File: src/rtl/seq_div_if.sv
// ----------------------------------------------------------------------------
// seq_div_if -- signal bundle between a requester and the seq_div divider.
//
// Handshake: the requester raises en for one cycle while the divider is idle
// (busy=0). The divider accepts it on that edge. Operands are read only on
// that edge. en seen while busy=1 is dropped and is not queued. The result
// (quot/rem/div_zero) is valid in the single cycle where data_rdy=1. There is
// no backpressure: the requester must take the result in that cycle. quot and
// rem then keep their value until the next result. abort cancels a division
// that is in flight.
//
// Signals (N = divisor width):
//   en, abort          requester -> divider, 1 bit each
//   dividend [2N-1:0]  requester -> divider
//   divisor  [N-1:0]   requester -> divider
//   quot     [2N-1:0]  divider -> requester
//   rem      [N-1:0]   divider -> requester
//   busy, data_rdy, div_zero   divider -> requester
// ----------------------------------------------------------------------------
interface seq_div_if #(
  parameter int N = 256
);
  logic           en;
  logic           abort;
  logic [2*N-1:0] dividend;
  logic [N-1:0]   divisor;
  logic [2*N-1:0] quot;
  logic [N-1:0]   rem;
  logic           busy;
  logic           data_rdy;
  logic           div_zero;

  modport master (
    output en, abort, dividend, divisor,
    input  quot, rem, busy, data_rdy, div_zero
  );

  modport slave (
    input  en, abort, dividend, divisor,
    output quot, rem, busy, data_rdy, div_zero
  );
endinterface

File: src/rtl/seq_div.sv
// ----------------------------------------------------------------------------
// seq_div -- sequential unsigned restoring divider.
//
// The divider computes a 2N-bit dividend / N-bit divisor. It produces one
// quotient bit per clock, starting with the MSB. A full division takes 2N
// DIV cycles and is followed by one DONE cycle. In the DONE cycle data_rdy
// pulses and quot/rem are updated.
//
// Ports:
//   clk        sole clock, rising edge
//   rst_n      asynchronous active-low reset
//   bus        seq_div_if.slave (en, abort, dividend, divisor -> quot, rem,
//              busy, data_rdy, div_zero)
//   state_dbg  current FSM state (0 IDLE, 1 DIV, 2 DONE)
//
// Optional macro SEQ_DIV_ZERO_DETECT_EN:
//   When the macro is defined, a start with divisor==0 goes straight to DONE.
//   The result is quot = all ones, rem = dividend[N-1:0], and div_zero is
//   high in that DONE cycle.
//   When the macro is not defined, a zero divisor runs the full iteration.
//   The iteration gives the same quot/rem, and div_zero is tied to 0.
// ----------------------------------------------------------------------------
module seq_div #(
  parameter int N = 256
) (
  input  logic        clk,
  input  logic        rst_n,
  seq_div_if.slave    bus,
  output logic [1:0]  state_dbg
);

  localparam int CW = $clog2(2 * N);

  typedef enum logic [1:0] {
    IDLE = 2'd0,
    DIV  = 2'd1,
    DONE = 2'd2
  } state_t;

  state_t         state_q, state_d;

  // Dividend bits shift out at the top. Quotient bits shift in at the bottom.
  // After 2N shifts this register holds the complete quotient.
  logic [2*N-1:0] dq_q;
  logic [N-1:0]   dvs_q;
  logic [N:0]     pr_q;      // partial remainder, one spare bit for the shift
  logic [CW-1:0]  cnt_q;
  logic [2*N-1:0] quot_q;
  logic [N-1:0]   rem_q;

  logic [N:0]     pr_shift;
  logic [N:0]     pr_diff;
  logic           q_bit;
  logic           last_iter;
  logic           zero_fast;

`ifdef SEQ_DIV_ZERO_DETECT_EN
  assign zero_fast = (bus.divisor == '0);
`else
  assign zero_fast = 1'b0;
`endif

  // One restoring step: shift in the next dividend bit and compare.
  always_comb begin
    pr_shift  = {pr_q[N-1:0], dq_q[2*N-1]};
    pr_diff   = pr_shift - {1'b0, dvs_q};
    q_bit     = (pr_shift >= {1'b0, dvs_q});
    last_iter = (cnt_q == CW'(2 * N - 1));
  end

  // FSM state register
  always_ff @(posedge clk or negedge rst_n) begin
    if (!rst_n) state_q <= IDLE;
    else        state_q <= state_d;
  end

  // FSM next state. In IDLE, en takes priority over abort. abort has an
  // effect only in DIV.
  always_comb begin
    state_d = state_q;
    case (state_q)
      IDLE: if (bus.en) state_d = zero_fast ? DONE : DIV;
      DIV: begin
        if (bus.abort)     state_d = IDLE;
        else if (last_iter) state_d = DONE;
      end
      DONE:    state_d = IDLE;
      default: state_d = IDLE;
    endcase
  end

  // Datapath
  always_ff @(posedge clk or negedge rst_n) begin
    if (!rst_n) begin
      dq_q   <= '0;
      dvs_q  <= '0;
      pr_q   <= '0;
      cnt_q  <= '0;
      quot_q <= '0;
      rem_q  <= '0;
    end else begin
      case (state_q)
        IDLE: begin
          if (bus.en) begin
            dq_q  <= bus.dividend;
            dvs_q <= bus.divisor;
            pr_q  <= '0;
            cnt_q <= '0;
            if (zero_fast) begin
              quot_q <= '1;
              rem_q  <= bus.dividend[N-1:0];
            end
          end
        end
        DIV: begin
          if (!bus.abort) begin
            dq_q  <= {dq_q[2*N-2:0], q_bit};
            pr_q  <= q_bit ? pr_diff : pr_shift;
            cnt_q <= cnt_q + 1'b1;
            if (last_iter) begin
              quot_q <= {dq_q[2*N-2:0], q_bit};
              rem_q  <= q_bit ? pr_diff[N-1:0] : pr_shift[N-1:0];
            end
          end
        end
        default: ;
      endcase
    end
  end

  assign bus.quot     = quot_q;
  assign bus.rem      = rem_q;
  assign bus.busy     = (state_q != IDLE);
  assign bus.data_rdy = (state_q == DONE);
  assign state_dbg    = state_q;

`ifdef SEQ_DIV_ZERO_DETECT_EN
  // DONE with a captured zero divisor is reachable only through the fast path.
  assign bus.div_zero = (state_q == DONE) && (dvs_q == '0);
`else
  assign bus.div_zero = 1'b0;
`endif

endmodule

File: src/flat_wrapper.sv
// flat-port wrapper written by rule: the top's interface ports become plain ports
module seq_div_flat 
#(
  parameter int N = 256
)
  (clk, rst_n, state_dbg, bus_en, bus_abort, bus_dividend, bus_divisor, bus_quot, bus_rem, bus_busy, bus_data_rdy, bus_div_zero);
  seq_div_if #(.N(N)) bus_i ();
  input  logic clk;
  input  logic rst_n;
  output logic [1:0] state_dbg;
  input wire logic [$bits(bus_i.en)-1:0] bus_en;
  input wire logic [$bits(bus_i.abort)-1:0] bus_abort;
  input wire logic [$bits(bus_i.dividend)-1:0] bus_dividend;
  input wire logic [$bits(bus_i.divisor)-1:0] bus_divisor;
  output wire logic [$bits(bus_i.quot)-1:0] bus_quot;
  output wire logic [$bits(bus_i.rem)-1:0] bus_rem;
  output wire logic [$bits(bus_i.busy)-1:0] bus_busy;
  output wire logic [$bits(bus_i.data_rdy)-1:0] bus_data_rdy;
  output wire logic [$bits(bus_i.div_zero)-1:0] bus_div_zero;
  assign bus_i.en = bus_en;
  assign bus_i.abort = bus_abort;
  assign bus_i.dividend = bus_dividend;
  assign bus_i.divisor = bus_divisor;
  assign bus_quot = bus_i.quot;
  assign bus_rem = bus_i.rem;
  assign bus_busy = bus_i.busy;
  assign bus_data_rdy = bus_i.data_rdy;
  assign bus_div_zero = bus_i.div_zero;
  seq_div #(.N(N)) u_core (.clk(clk), .rst_n(rst_n), .bus(bus_i), .state_dbg(state_dbg));
endmodule
File: config.mk
export PLATFORM = sky130hd
export DESIGN_NAME = seq_div_flat
export DESIGN_NICKNAME = d
export VERILOG_FILES = /design/src/rtl/seq_div_if.sv /design/src/rtl/seq_div.sv /design/src/flat_wrapper.sv
export SDC_FILE = /design/constraint.sdc
export NUM_CORES = 2
export LEC_CHECK = 0
export CORE_AREA = 10 10 596 598
export DETAILED_ROUTE_END_ITERATION = 8
export DIE_AREA = 0 0 606 608
export GPL_ROUTABILITY_DRIVEN = 1
export PLACE_DENSITY_LB_ADDON = 0.3
export SKIP_CTS_REPAIR_TIMING = 1
export SLEW_MARGIN = 20
export SYNTH_ARGS = -nofsm -noshare
export SYNTH_HDL_FRONTEND = slang
export SYNTH_SLANG_ARGS = --single-unit
File: constraint.sdc
create_clock -name clk -period 7.8 [get_ports clk]
set_clock_uncertainty 0.15 [all_clocks]
set_input_delay 1.17 -clock clk [delete_from_list [all_inputs] [get_ports clk]]
set_output_delay 1.17 -clock clk [all_outputs]
set_load 0.02 [all_outputs]
==> reports/results.txt <==
Ys Warns = 0
cts bufs inserted = 219
Crit Path Category = flop to flop
routability cong. = 0.991
final setup vio count = 0
Synth area leader = dfrtp_1
Rel. slew slack = 0.155
Clock Latency Late Sink = 0.96 ns
CTS root buf = clkbuf_16
CTS sink cnt = 1,803
First DRT Iteration DRCs = 9,199
run status = completed
slew of the pin with the lowest slew margin = 1.25 ns
Netlist Area Pre-Place = 93,400 um^2
Reg2Reg Depth = 17
largest cells by area after synthesis = dfrtp_1 (48%), nand2_1 (16%), o21ai_0 (6.0%), a31oi_1 (3.7%), nor2_1 (3.6%)
RSZ-0062 raised after global routing = false
Post-synth EDFFs = 0
clock buffer depth = 4
sequential share of the synthesized area = 0.483
vias = 90,500
CTS tree = done
Final WS setup = 1.47 ns
effective utilization at floorplan = 0.273
Rows = 215
first-pass iteration count of the detailed router = 7
asr flop ratio synth = 1.00
most common cell in the netlist = nand2_1
first-pass GRT wire length = 677 mm
# DRC = 0
Primary FF master, synth = dfrtp_1
Final min period = 6.33 ns
Fin. Hold Viols = 0
final period utilization = 0.812
post-synthesis xor/xnor area fraction = 0.0228
complex-gate fraction of the synthesized area = 0.179
Die W = 606 um
Hold Crit Class = primary input to asynchronous set/reset pin
CP Capture Type = flop
die area = 368,000 um^2
post-synth top area share = 0.483
Synth top cells by count = nand2_1 (3,888), dfrtp_1 (1,803), o21ai_0 (1,123)
Synth Area in Adders = 0.0348
H-tree depth = 4
Cell Pwr Density = 233 nW/um^2
Worst-path clk slew = 0.06 ns
f_max = 158 MHz
R2R setup slack = 1.47 ns
Reg2Reg Launch Point = u_core.pr_q[10]
Crit path arrival time = 6.94 ns
placed insts = 17,100
vias in the first global route = 86,600
fillcell total = 36,100
Required @ worst endpoint = 8.41 ns
Synth Area in Simple Gates = 0.229
IO Port Bufs = 1,543
total routed wirelength = 484 mm
pin count of the biggest net entering global routing = 198
antenna violations before repair = 144
Slew Limit Fails = 0
nets@finish = 13,800
remaining antenna violation count after routing = 0
IO Pins = 1,545
Yosys reg bits = 1,803
startpoint types = flop
peak supply drop = 0.203 mV
synthesis-to-finish area growth = 29.3%
Max-cap violations = 0
Synth cell types = 101
Crit Path Max Fanout = 55
Congestion Overflow GR = 0
Core ar. = 342,000 um^2
HPWL after DPL = 379 mm
GRT Util Overall = 0.250
Syn Area/Cell = 8.04 um^2
main combinational cell family by area after synthesis = simple AND/OR/NAND/NOR gates
syn_nets = 12,600
Place WS = 1.66 ns
Die Span Y = 608 um
Fin Setup TNS = 0 ns
vias per cell = 5.15
Lkg Pwr = 53.8 nW
Avg WL per Cell = 27.6 um
mux cell area share after synthesis = 0.00552
layout cell share with drive strength beyond 1 = 0.0441
non-filler instance count after layout = 17,600
worst reg2reg path endpoint = u_core.bus.rem[170]
synthesized instance count = 11,600
==> worst max-delay path: stages, from the launching register on <==
cell and delay [ns]:
dfrtp_1 0.40, ha_1 0.49, and4_1 0.31, nand3_1 0.10, a21oi_1 0.51, nand3b_1 0.18
and2_1 0.27, o21a_1 0.38, a22oi_1 0.44, o2111ai_1 0.38, nand2_1 0.21, o311ai_4 0.43
buf_12 0.28, buf_4 0.56, buf_4 0.56, nand2_1 0.12, o21ai_0 0.22, o21ai_0 0.15
==> sequential cells by signal, indices dropped and copies added (netlist names) <==
name,flops
u_core.state_dbg,2
u_core.bus.rem,256
u_core.dq_q,512
u_core.dvs_q,256
u_core.cnt_q,9
u_core.pr_q,256
u_core.bus.quot,512
==> worst max path at each step <==
stage | start | endpoint | slack, ns | cells after the start
floorplan | u_core.dq_q[511] | u_core.pr_q[230] | 3.81 | 17
global placement | u_core.dq_q[511] | u_core.bus.rem[244] | 1.54 | 18
detailed placement | u_core.pr_q[10] | u_core.pr_q[170] | 1.66 | 17
CTS | u_core.pr_q[10] | u_core.bus.rem[170] | 1.62 | 17
global route | u_core.pr_q[10] | u_core.pr_q[170] | 1.32 | 17
finish | u_core.pr_q[10] | u_core.bus.rem[170] | 1.47 | 17
==> power breakdown <==
part	switching, W	internal, W
clock	0.00457	0.00656
combinational	0.00365	0.00182
sequential	0.00104	0.0105
==> cell type report <==
| type | instances | area, um^2 | share of cell area |
|---|---|---|---|
| timing repair buffer | 1650 | 16700 | 0.138 |
| antenna | 67 | 168 | 0.00139 |
| tap | 4557 | 5700 | 0.0472 |
| clock buffer | 309 | 6370 | 0.0527 |
| sequential | 1803 | 45100 | 0.374 |
| inverter | 348 | 1310 | 0.0109 |
| multi-input combinational | 8739 | 44100 | 0.365 |
| clock inverter | 91 | 1330 | 0.0110 |
==> logic make-up (layout without fill, tap and decap cells) <==
| logic type | count (synthesis) | after routing |
|---|---|---|
| simple gates | 5325 | 5325 |
| compound gates | 2861 | 2861 |
| flops | 1803 | 1803 |
| buf+inv | 1071 | 2398 |
| fa+ha+maj | 259 | 259 |
| xor+xnor | 243 | 243 |
| mux | 50 | 50 |
| other cells | 1 | 68 |
==> metal layers <==
metal | routed length (um) | GRT usage | share of wire | up-vias
li1 | - | - | - | 41400
met4 | 21800 | 0.105 | 0.045 | 22
met2 | 205000 | 0.368 | 0.42 | 3808
met5 | 128 | 0 | 0.00026 | -
met1 | 206000 | 0.333 | 0.43 | 44500
met3 | 50400 | 0.0879 | 0.10 | 789
==> placed cells by master (no fill, tap or decap), drive strengths merged, types with 258 or more instances in the layout <==
cell              n
nor2            900
dfrtp          1803
ha              258
nand2          3889
a21oi           583
o21ai          1177
clkbuf          309
clkdlybuf4s50  1542
a31oi           550
inv             356
==> metrics by stage <==
step | utilization | cell area [um^2] | hold slack [ns] | total power [W]
detailed placement | 0.330 | 113000 | 0.311 | 0.0171
CTS | 0.352 | 121000 | 0.0187 | 0.0283
finish | 0.353 | 121000 | 0.0480 | 0.0281
global route | 0.353 | 121000 | 0.0182 | 0.0294
global placement | 0.330 | 113000 | 0.307 | 0.0170
floorplan | - | 93400 | 0.295 | 0.0147
No activity file was read; power rests on OpenSTA's default activity.
